File: src/rtl/mac_accumulator.sv
// Dot-product accumulator: sums num_terms products, then holds the result.
// Define MAC_ACC_SATURATE_EN to clamp at 2^acc_w-1 instead of wrapping.
module mac_accumulator #(
   parameter int nbit      = 12,
   parameter int acc_w     = 26,
   parameter int num_terms = 8
) (
   input  logic              clk,
   input  logic              rst,
   input  logic [2*nbit-1:0] in_product,
   input  logic              in_valid,
   output logic              in_ready,
   input  logic              clear,
   output logic [acc_w-1:0]  out_acc,
   output logic              out_valid,
   input  logic              out_ready,
   output logic              overflow
);

   localparam int cnt_w = (num_terms > 2) ? $clog2(num_terms) : 1;
   localparam logic [cnt_w-1:0] last_cnt = cnt_w'(num_terms - 1);
   localparam int pad_w = acc_w + 1 - 2 * nbit;

   typedef enum logic {
      ACC  = 1'b0,
      HOLD = 1'b1
   } state_t;

   state_t state;
   state_t state_nxt;

   logic [acc_w-1:0] acc;
   logic [cnt_w-1:0] cnt;
   logic             ovf;
   logic [acc_w:0]   sum_ext;
   logic [acc_w-1:0] sum_nxt;
   logic             carry;
   logic             accept;
   logic             last_term;
   logic             take;

   assign accept    = in_valid && in_ready;
   assign last_term = accept && (cnt == last_cnt);
   assign take      = out_valid && out_ready;

   assign sum_ext = {1'b0, acc} + {{pad_w{1'b0}}, in_product};
   assign carry   = sum_ext[acc_w];

`ifdef MAC_ACC_SATURATE_EN
   // Once saturated, the sum stays pinned at full scale until the result leaves.
   assign sum_nxt = (carry || ovf) ? {acc_w{1'b1}} : sum_ext[acc_w-1:0];
`else
   assign sum_nxt = sum_ext[acc_w-1:0];
`endif

   assign overflow = ovf;

   // State register.
   always_ff @(posedge clk or posedge rst) begin
      if (rst) state <= ACC;
      else     state <= state_nxt;
   end

   // Next state: clear wins, otherwise collect then hold until taken.
   always_comb begin
      state_nxt = state;
      if (clear) begin
         state_nxt = ACC;
      end else begin
         unique case (state)
            ACC:  if (last_term) state_nxt = HOLD;
            HOLD: if (take)      state_nxt = ACC;
            default: state_nxt = ACC;
         endcase
      end
   end

   // Handshake outputs are pure decodes of the registered state.
   always_comb begin
      in_ready  = (state == ACC);
      out_valid = (state == HOLD);
   end

   // Accumulator, term counter, sticky overflow and result register.
   always_ff @(posedge clk or posedge rst) begin
      if (rst) begin
         acc     <= '0;
         cnt     <= '0;
         ovf     <= 1'b0;
         out_acc <= '0;
      end else if (clear) begin
         acc <= '0;
         cnt <= '0;
         ovf <= 1'b0;
      end else if (accept) begin
         acc <= sum_nxt;
         ovf <= ovf | carry;
         if (last_term) begin
            out_acc <= sum_nxt;
            cnt     <= '0;
         end else begin
            cnt <= cnt + 1'b1;
         end
      end else if (take) begin
         acc <= '0;
         cnt <= '0;
         ovf <= 1'b0;
      end
   end

endmodule
File: config.mk
export PLATFORM = sky130hd
export DESIGN_NAME = mac_accumulator
export DESIGN_NICKNAME = d
export VERILOG_FILES = /design/src/rtl/mac_accumulator.sv
export SDC_FILE = /design/constraint.sdc
export NUM_CORES = 1
export LEC_CHECK = 0
export ABC_AREA = 1
export BUFFER_PORTS_ARGS = -buffer_cell sky130_fd_sc_hd__buf_2
export CORE_ASPECT_RATIO = 2
export CORE_MARGIN = 2
export CORE_UTILIZATION = 45
export DETAILED_ROUTE_END_ITERATION = 6
export PLACE_DENSITY_LB_ADDON = 0.1
export SYNTH_ARGS = -nofsm -noshare
export SYNTH_HDL_FRONTEND = slang
export SYNTH_SLANG_ARGS = --single-unit
File: constraint.sdc
create_clock -name clk -period 2.7 [get_ports clk]
set_input_delay 0.405 -clock clk [delete_from_list [all_inputs] [get_ports clk]]
set_output_delay 0.405 -clock clk [all_outputs]
set_load 0.05 [all_outputs]
==> run_results.csv <==
group,metric,value,unit
outcome,outcome,"finished, final reports clean",
logic_synthesis,synth-seq-area-share,35.3,%
sta,hold_viol,0,
logic_synthesis,synth_top_cell_by_area,"dfrtp_1",
worst_setup_path,worst_ep_required_time,2.92,ns
worst_setup_path,critPathCaptureType,"flip-flop",
clock_tree,numCtsBuffers,9,
die,io_pins,58,
die,rows,49,
grt,grt_max_degree,58,
power,power_leakage,2.78,nW
logic_synthesis,yosysTopAreaCellShare,35.3,%
grt,grt-ovfl-total,0,
worst_setup_path,arrival,2.29,ns
drt,initialDrtViolationCount,190,
die,die-area,0.00980,mm²
sta,whs,0.272,ns
die,die_width,71.0,µm
sta,fin_crit,2.07,ns
logic_synthesis,netlist_top_cells_count,"245 x nand2_1, 82 x inv_1, 57 x dfrtp_1",
grt,grtUsageMet2,46.0,%
logic_synthesis,synth-edff-count,0,
drt,routed_wl,11300,µm
die,initial_core_util,45.5,%
clock_tree,clockBufferDepth,2,
grt,antenna_found_initial,0,
logic_synthesis,synth.avg_cell_area,6.72,µm²
logic_synthesis,yosys-top-cells-area,"dfrtp_1 35%, nand2_1 23%, ha_1 8.0%",
layout,syn2layout_area_growth,17.7,%
layout,nets,719,
logic_synthesis,synthFlopType,"dfrtp_1",
logic_synthesis,syn_inst,602,
power,power_density,669,mW/mm²
clock_tree,cts-root-buf,"clkbuf_16",
logic_synthesis,ys_types,31,
clock_tree,clk_latency,0.34,ns
die,die_h,138,µm
grt,top_usage_layer,"met2",
sta,worst_pin_slew,0.725,ns
logic_synthesis,ys_ff_latch,57,
worst_setup_path,critPathKind,"flip-flop to flip-flop",
placed_design,post-place-cells,754,
worst_setup_path,cp_max_fo,4,
sta,fmax,484,MHz
placed_design,gp_congestion,0.924,
min_path,hold_class,"primary input to async pin",
sta,finalCritPeriodShare,76.5,%
drt,wl_per_cell,14.6,µm
worst_setup_path,start_kind,"flip-flop",
layout,diodes,0,
drt,antenna_left,0,
logic_synthesis,synth_area,0.00404,mm²
sta,slew_headroom,51.7,%
layout,drive_above_1_share,15.4,%
clock_tree,ctsResizeCount,0,
placed_design,portBuffers,57,
grt,grt_pass1_wl,18800,µm
clock_tree,htreeDepth,3,
logic_synthesis,synth_warnings,0,
grt,use_met1,25.7,%
grt,use_met3,4.52,%
logic_synthesis,synth_nets,658,
job,drv_cap,0,
layout,finalNonFillerCells,770,
clock_tree,cts_setup_buffers,0,
die,core_area,0.00889,mm²
sta,setup_violations,0,
grt,grt_pass1_vias,3898,
drt,vias,3887,
grt,gr-usage-all-layers,24.7,%
drt,viasPerCell,5.05,
drt,dr.pass1.iters,6,
drt,drc,0,
sta,slew_violations,0,
clock_tree,cts_sinks,57,
sta,fin_setup_tns,0,ns
power,ir_worst_vdd,327,µV
clock_tree,holdBufCountCts,0,
clock_tree,cts_tree,"yes",
logic_synthesis,async_reset_ff_share,100,%
placed_design,hpwl,8800,µm
logic_synthesis,yosysMostFrequentCell,"nand2_1",
sta,fin_skew,0.00806,ns
sta,rsz0062_at_grt,"no",
clock_tree,clk_pin_slew,0.05,ns
cell type report:
| class | count | area (µm²) |
|---|---|---|
| Timing Repair Buffer | 59 | 300 |
| Multi-Input combinational cell | 449 | 2250 |
| Fill cell | 917 | 4130 |
| Tap cell | 102 | 128 |
| Inverter | 87 | 327 |
| Clock inverter | 4 | 75.1 |
| Clock buffer | 12 | 256 |
| Sequential cell | 57 | 1430 |
final timing paths:
| path | from | to | slack, ns | depth (start not counted) |
|---|---|---|---|---|
| max | acc[0] | out_acc[12] | 0.63 | 11 |
| min | rst | out_acc[1] | 0.27 | 3 |
| max reg2reg | acc[0] | out_acc[12] | 0.63 | 11 |
| min reg2reg | out_acc[24] | out_acc[24] | 0.47 | 2 |
| max in group asynchronous | rst | out_acc[18] | 1.95 | 3 |
| min in group clk | in_valid | out_valid | 0.35 | 3 |
layer usage:
metal  vias to the layer above  share of wire, %
met4                         0               4.2
met2                        89                56
met1                      1762                37
li1                       2004                 -
met3                        32               3.0
met5                         -                 0
worst max-delay path, stage by stage (launching register included):
cell and delay, ns:
dfrtp_1 0.38, ha_1 0.24, fa_1 0.45, nand3_1 0.13
nand3_2 0.11, nand2_1 0.09, nand2_2 0.07, nand2_1 0.06
nand2_1 0.06, or2_1 0.22, nand3_1 0.08, nand2_1 0.05
placed cells by master (no fill, tap or decap), types with 2 or more instances in the layout:
cell type	count
nand2_1	245
inv_1	81
dfrtp_1	57
buf_2	57
nand3_1	51
nor2_1	30
ha_1	26
a21oi_1	19
o21ai_1	12
clkbuf_16	9
nand2_2	8
nor2_2	8
o21ai_0	8
nand4_1	7
xnor2_1	7
inv_2	6
or2_1	5
nand3b_1	4
nand3_2	3
nor2_4	2
xor2_1	2
nor3_1	2
o21bai_1	2
a22o_1	2
clkinvlp_4	2
clkbuf_8	2
bufinv_16	2
buf_4	2
through the flow:
| step | util [%] | area, µm² | setup WS [ns] | power (W) |
|---|---|---|---|---|
| 4_1_cts | 53.5 | 4760 | 0.609 | 0.00321 |
| 3_3_place_gp | 49.8 | 4430 | 0.502 | 0.00192 |
| 2_1_floorplan | - | 4040 | 0.783 | 0.00168 |
| 6_report | 53.5 | 4760 | 0.634 | 0.00318 |
| 5_1_grt | 53.5 | 4760 | 0.441 | 0.00337 |
| 3_5_place_dp | 49.8 | 4430 | 0.506 | 0.00193 |
state kept, by name, indices dropped and copies added (netlist names):
name and cells:
acc 26, cnt 3, out_acc 26, out_valid 1
overflow 1
where the power goes:
| part | internal, W | leakage (nW) | switching [W] |
|---|---|---|---|
| combinational | 0.000301 | 1.85 | 0.000628 |
| sequential | 0.000936 | 0.776 | 0.0000523 |
| clock | 0.000857 | 0.155 | 0.000409 |
| total | 0.00209 | 2.78 | 0.00109 |
logic make-up after synthesis:
group / count (synthesis) / synth area share [%]
AO/OA/AOI/OAI: 45 / 6.10
XOR/XNOR: 9 / 1.95
adder cells (fa/ha/maj): 27 / 8.54
buffers and inverters: 96 / 9.13
flip-flops: 57 / 35.3
AND/OR/NAND/NOR: 368 / 39.0
Note: power is estimated with default switching activity, not from simulation.
